$ cat config.mk
export PLATFORM = sky130hd
export DESIGN_NAME = zoom_controller
export DESIGN_NICKNAME = d
export VERILOG_FILES = /design/src/rtl/zoom_pkg.sv /design/src/rtl/zoom_watchdog.sv /design/src/rtl/zoom_controller.sv
export SDC_FILE = /design/constraint.sdc
export NUM_CORES = 1
export LEC_CHECK = 0
export ABC_AREA = 1
export CAP_MARGIN = 5
export CORE_ASPECT_RATIO = 0.9
export CORE_MARGIN = 2
export CORE_UTILIZATION = 55
export DETAILED_ROUTE_END_ITERATION = 12
export HOLD_SLACK_MARGIN = 0.02
export PLACE_DENSITY = 0.81
export SYNTH_ARGS = -nofsm -noshare
export SYNTH_HDL_FRONTEND = slang
export SYNTH_SLANG_ARGS = --single-unit
$ cat constraint.sdc
create_clock -name clk -period 5.8 [get_ports clk]
set_clock_uncertainty 0.2 [all_clocks]
set_input_delay 1.16 -clock clk [delete_from_list [all_inputs] [get_ports clk]]
set_output_delay 1.16 -clock clk [all_outputs]
set_load 0.005 [all_outputs]
$ cat src/rtl/zoom_pkg.sv
// Shared constants, FSM encodings and the factor legality check for the zoom controller.
package zoom_pkg;
  localparam int FATOR_W       = 3;
  localparam int LARGURA_DEF   = 160;
  localparam int ALTURA_DEF    = 120;
  localparam int MAX_FATOR_DEF = 5;
  localparam int RAM_WORDS     = 1 << 19;

  typedef logic [1:0] state_t;
  localparam logic [1:0] ST_IDLE  = 2'd0;
  localparam logic [1:0] ST_CLEAR = 2'd1;
  localparam logic [1:0] ST_RUN   = 2'd2;
  localparam logic [1:0] ST_SWAP  = 2'd3;

  // A factor is legal when it is non-zero, within the configured maximum
  // and the zoomed frame still fits one RAM bank.
  function automatic logic fator_ok(input logic [FATOR_W-1:0] f, input int max_f,
                                    input int w, input int h);
    return (f != '0) && (int'(f) <= max_f) &&
           (w * h * int'(f) * int'(f) <= RAM_WORDS);
  endfunction
endpackage

$ cat src/rtl/zoom_watchdog.sv
// RUN-state watchdog: cleared on load, counts while enabled, flags expiry on the LIMIT-th cycle.
module zoom_watchdog #(
  parameter int LIMIT = 1048576,
  parameter int W     = 20
) (
  input  logic clk,
  input  logic reset,
  input  logic load,
  input  logic en,
  output logic expire
);
  logic [W-1:0] cnt;

  always_ff @(posedge clk) begin
    if (reset)     cnt <= '0;
    else if (load) cnt <= '0;
    else if (en)   cnt <= cnt + 1'b1;
  end

  assign expire = en && (cnt == W'(LIMIT - 1));
endmodule

$ cat src/rtl/zoom_controller.sv
// Sequencer for the nearest-neighbour zoom engine with double-buffered frame RAM.
// Optional RUN watchdog enabled by defining ZOOM_TIMEOUT_EN.
module zoom_controller
  import zoom_pkg::*;
#(
  parameter int LARGURA        = LARGURA_DEF,
  parameter int ALTURA         = ALTURA_DEF,
  parameter int MAX_FATOR      = MAX_FATOR_DEF,
  parameter int CLR_CYCLES     = 2,
  parameter int TIMEOUT_CYCLES = 1048576
) (
  input  logic               clk,
  input  logic               reset,
  input  logic               cmd_valid,
  input  logic [FATOR_W-1:0] cmd_fator,
  output logic               cmd_ready,
  input  logic               cmd_abort,
  output logic               eng_rst_n,
  output logic [FATOR_W-1:0] eng_fator,
  input  logic               eng_done,
  output logic               wr_bank,
  output logic               disp_bank,
  output logic [FATOR_W-1:0] active_fator,
  output logic               busy,
  output logic               err,
  output logic               frame_done,
  output logic [7:0]         frame_count
);
  localparam int CLR_W = (CLR_CYCLES > 1) ? $clog2(CLR_CYCLES) : 1;

  state_t           state, state_nxt;
  logic [CLR_W-1:0] clr_cnt;
  logic             fator_legal;
  logic             timeout;

  assign fator_legal = fator_ok(cmd_fator, MAX_FATOR, LARGURA, ALTURA);

`ifdef ZOOM_TIMEOUT_EN
  zoom_watchdog #(.LIMIT(TIMEOUT_CYCLES), .W(20)) u_wd (
    .clk    (clk),
    .reset  (reset),
    .load   (state == ST_CLEAR && state_nxt == ST_RUN),
    .en     (state == ST_RUN),
    .expire (timeout)
  );
`else
  localparam int UNUSED_TIMEOUT = TIMEOUT_CYCLES;
  assign timeout = 1'b0;
`endif

  // Abort beats done, done beats watchdog expiry.
  always_comb begin
    state_nxt = state;
    case (state)
      ST_IDLE:  if (cmd_valid && fator_legal) state_nxt = ST_CLEAR;
      ST_CLEAR: if (cmd_abort) state_nxt = ST_IDLE;
                else if (clr_cnt == CLR_W'(CLR_CYCLES - 1)) state_nxt = ST_RUN;
      ST_RUN:   if (cmd_abort) state_nxt = ST_IDLE;
                else if (eng_done) state_nxt = ST_SWAP;
                else if (timeout) state_nxt = ST_IDLE;
      ST_SWAP:  state_nxt = ST_IDLE;
      default:  state_nxt = ST_IDLE;
    endcase
  end

  always_ff @(posedge clk) begin
    if (reset) begin
      state        <= ST_IDLE;
      clr_cnt      <= '0;
      eng_rst_n    <= 1'b0;
      eng_fator    <= FATOR_W'(1);
      wr_bank      <= 1'b0;
      active_fator <= FATOR_W'(1);
      err          <= 1'b0;
      frame_done   <= 1'b0;
      frame_count  <= '0;
    end else begin
      state      <= state_nxt;
      clr_cnt    <= (state == ST_CLEAR) ? clr_cnt + 1'b1 : '0;
      eng_rst_n  <= (state_nxt == ST_RUN);
      frame_done <= (state_nxt == ST_SWAP);
      if (state == ST_IDLE && cmd_valid) begin
        if (fator_legal) begin
          eng_fator <= cmd_fator;
          err       <= 1'b0;
        end else begin
          err <= 1'b1;
        end
      end
      if (state == ST_RUN && state_nxt == ST_IDLE && !cmd_abort && timeout)
        err <= 1'b1;
      // The swap is committed on entry to SWAP so bank, factor and count move together.
      if (state == ST_RUN && state_nxt == ST_SWAP) begin
        wr_bank      <= ~wr_bank;
        active_fator <= eng_fator;
        frame_count  <= frame_count + 1'b1;
      end
    end
  end

  assign cmd_ready = (state == ST_IDLE);
  assign busy      = (state != ST_IDLE);
  assign disp_bank = ~wr_bank;
endmodule

==> impl_metrics.csv <==
group,metric,value,unit
floorplan,core_area,0.00338,mm^2
detailed_routing,firstDrtPassIters,4,
floorplan,die_h,60.6,um
hold_path,hold_depth,1,
critical_path,ff2ff_setup_slack,3890,ps
detailed_routing,drt_iter0_markers,114,
synthesis,synth_fp_nets,330,
critical_path,start_kind,"primary input",
synthesis,synth_edf_count,0,
finish,synthToLayoutAreaGrowth,21.5,%
clock_network,insertion_delay,260,ps
detailed_routing,vias_per_cell,5.03,
hold_path,hp-class,"reg -> reg",
pwr,leakage,0.00119,uW
timing,setup_tns,0,ps
critical_path,cp-end-kind,"flop",
finish,layout-drive-gt1-share,8.67,%
synthesis,synthTopCellsByCount,"nand2_1, inv_1, nor2_1",
placed_design,dp_cells,363,
grt,grt_first_pass_wirelength,7.28,mm
synthesis,synth.top_cell.area_share,21.5,%
critical_path,r2r_start,"state[1]",
grt,gr-total-overflow,0,
grt,antenna_found_initial,0,
placed_design,place.gp.congestion,0.901,
synthesis,synthCells,288,
timing,setup_viol,0,
clock_network,cts_buffers,3,
critical_path,worstPathRequired,5750,ps
critical_path,slowest_delay,500,ps
grt,first_global_vias,1586,
critical_path,r2r.worst_path.cells,7,
synthesis,synth_top_cell_by_area,"dfxtp_1",
clock_network,tritoncts,"built",
timing,max_freq,184,MHz
clock_network,cts-htree-levels,1,
grt,grt_use_total,23.6,%
synthesis,synth.most_common_cell,"nand2_1",
placed_design,port_buffers,28,
timing,worst_pin_slew,447,ps
floorplan,rows,20,
detailed_routing,drc,0,
job,maxCapViolCount,0,
detailed_routing,drt-total-wl,4.20,mm
synthesis,synthArstFlopShare,0,%
hold_path,holdCritStartpoint,"clr_cnt",
timing,min_period,5430,ps
clock_network,clock-sinks,21,
floorplan,die_w,66.9,um
pwr,power.density,185,mW/mm^2
critical_path,path_max_fanout,6,
detailed_routing,ant_nets,0,
critical_path,crit_type,"in -> reg",
timing,grt_setup_unrepaired,"no",
grt,grt_max_degree,15,
synthesis,synth_cell_types,28,
finish,n_antenna_cell,0,
synthesis,synth-seq-area-share,21.5,%
run_status,status,"finished, final reports clean",
critical_path,path_buf_inv,5,
pwr,ir_drop,159,uV
critical_path,cp_top_family,"adder cells",
timing,relSlewSlack,70.1,%
floorplan,io_pins,29,
finish,fin_nets,366,
clock_network,clock_path_buffers,2,
timing,drv_slew,0,
synthesis,yosysWarnings,0,
clock_network,clk_pin_slew,70,ps
hold_path,whs_endpoint,"clr_cnt",
detailed_routing,post_drt_wl_per_cell,11.5,um
synthesis,synth_area_leaders,"dfxtp_1, ha_1, nand2_1",
floorplan,start_util,57.9,%
critical_path,cp.depth,25,
synthesis,synth_seq_cells,21,
clock_network,cts_setup_buffers,0,
critical_path,timing.rr.end,"frame_count[7]",
placed_design,place_hpwl,3.49,mm
timing,finalCritPeriodShare,93.6,%
clock_network,ctsRootBufferMaster,"clkbuf_8",
synthesis,synth_area_per_cell,6.79,um^2
synthesis,synth_ff_type,"dfxtp_1",
critical_path,crit_slowest_cell,"fa_1",
critical_path,critPathArrivalTime,5380,ps
floorplan,dieArea,0.00405,mm^2
synthesis,synth_area,0.00196,mm^2
timing,hold_violations,0,
finish,instances_no_fill,367,
detailed_routing,num_vias,1845,
==> repair_timing <==
item | CTS | global route
hold buffers | 0 | 0
gates resized for setup | 0 | 1
setup endpoints to repair | 0 | 4
hold endpoints to repair | 0 | 0
==> registers in the layout, indices dropped and copies added, names as in the netlist <==
signal        flops
frame_done        1
state             2
err               1
eng_fator         3
wr_bank           1
eng_rst_n         1
frame_count       8
clr_cnt           1
active_fator      3
==> per-stage QoR <==
| stage | hold WS [ps] | worst slack [ps] | cell area, um^2 | utilization [%] | total power, uW |
|---|---|---|---|---|---|
| after floorplan | 222 | 643 | 1960 | - | 294 |
| after global placement | 245 | 157 | 2330 | 68.9 | 342 |
| after detailed placement | 247 | 63.9 | 2330 | 68.9 | 345 |
| after CTS | 258 | 335 | 2370 | 70.3 | 440 |
| after global routing | 288 | 17.2 | 2380 | 70.3 | 477 |
| final | 254 | 368 | 2380 | 70.3 | 439 |
==> power breakdown <==
| group | internal, uW | switching (uW) |
|---|---|---|
| Combinational | 80.3 | 111 |
| Sequential | 149 | 3.87 |
| Clock | 49.0 | 46.0 |
| Total | 278 | 161 |
==> cell type report <==
cell class,instances,area (um^2)
timing repair buffer,36,340
fill,308,1000
tap,44,55.1
inverter,44,165
multi-input combinational,218,1350
clock buffer,4,45.0
sequential,21,420
==> worst max-delay path by stage <==
stage              endpoint  slack, ps         start
2_1_floorplan  eng_fator[0]        640  cmd_fator[0]
3_3_place_gp   eng_fator[0]        160  cmd_fator[1]
3_5_place_dp   eng_fator[0]         60  cmd_fator[1]
4_1_cts        eng_fator[0]        340  cmd_fator[1]
5_1_grt        eng_fator[0]         20  cmd_fator[2]
6_report       eng_fator[0]        370  cmd_fator[1]
==> kinds of logic (layout without fill, tap and decap cells) <==
kind of cell               Yosys count  after routing  share of synthesized area [%]
AOI/OAI and AO/OA                   34             34                           10.3
xor gates and xnor gates             6              6                           2.69
adders and majority gates           34             34                           24.4
buffers and inverters               49             84                           9.60
DFF                                 21             21                           21.5
and+or+nand+nor                    144            144                           31.5
==> cells in the final DEF, fill, tap and decap left out, types with 2 or more instances in the layout <==
master           count
clkbuf_8             3
dfxtp_1             21
a21oi_1             15
or2_2                4
clkdlybuf4s50_1     28
nor3_1               7
nand2_2              7
o21bai_1             3
buf_4                8
nor2_2               2
inv_2                2
nor2_1              38
nand4_1              2
fa_1                 7
ha_1                27
nand2_1             62
nand3_1             19
xor2_1               5
a31oi_1              2
o21ai_0             10
inv_1               42
==> per-layer routing <==
metal  share of wire [%]  up-vias  wire, um  GRT usage, %
li1                    -      981         -             -
met1                  53      827      2240          37.0
met2                  42       34      1780          35.1
met3                 4.2        3       175          3.90
met4                0.36        0        15          2.62
met5                   0        -         0             0
Power figures use the tool's default switching activity.
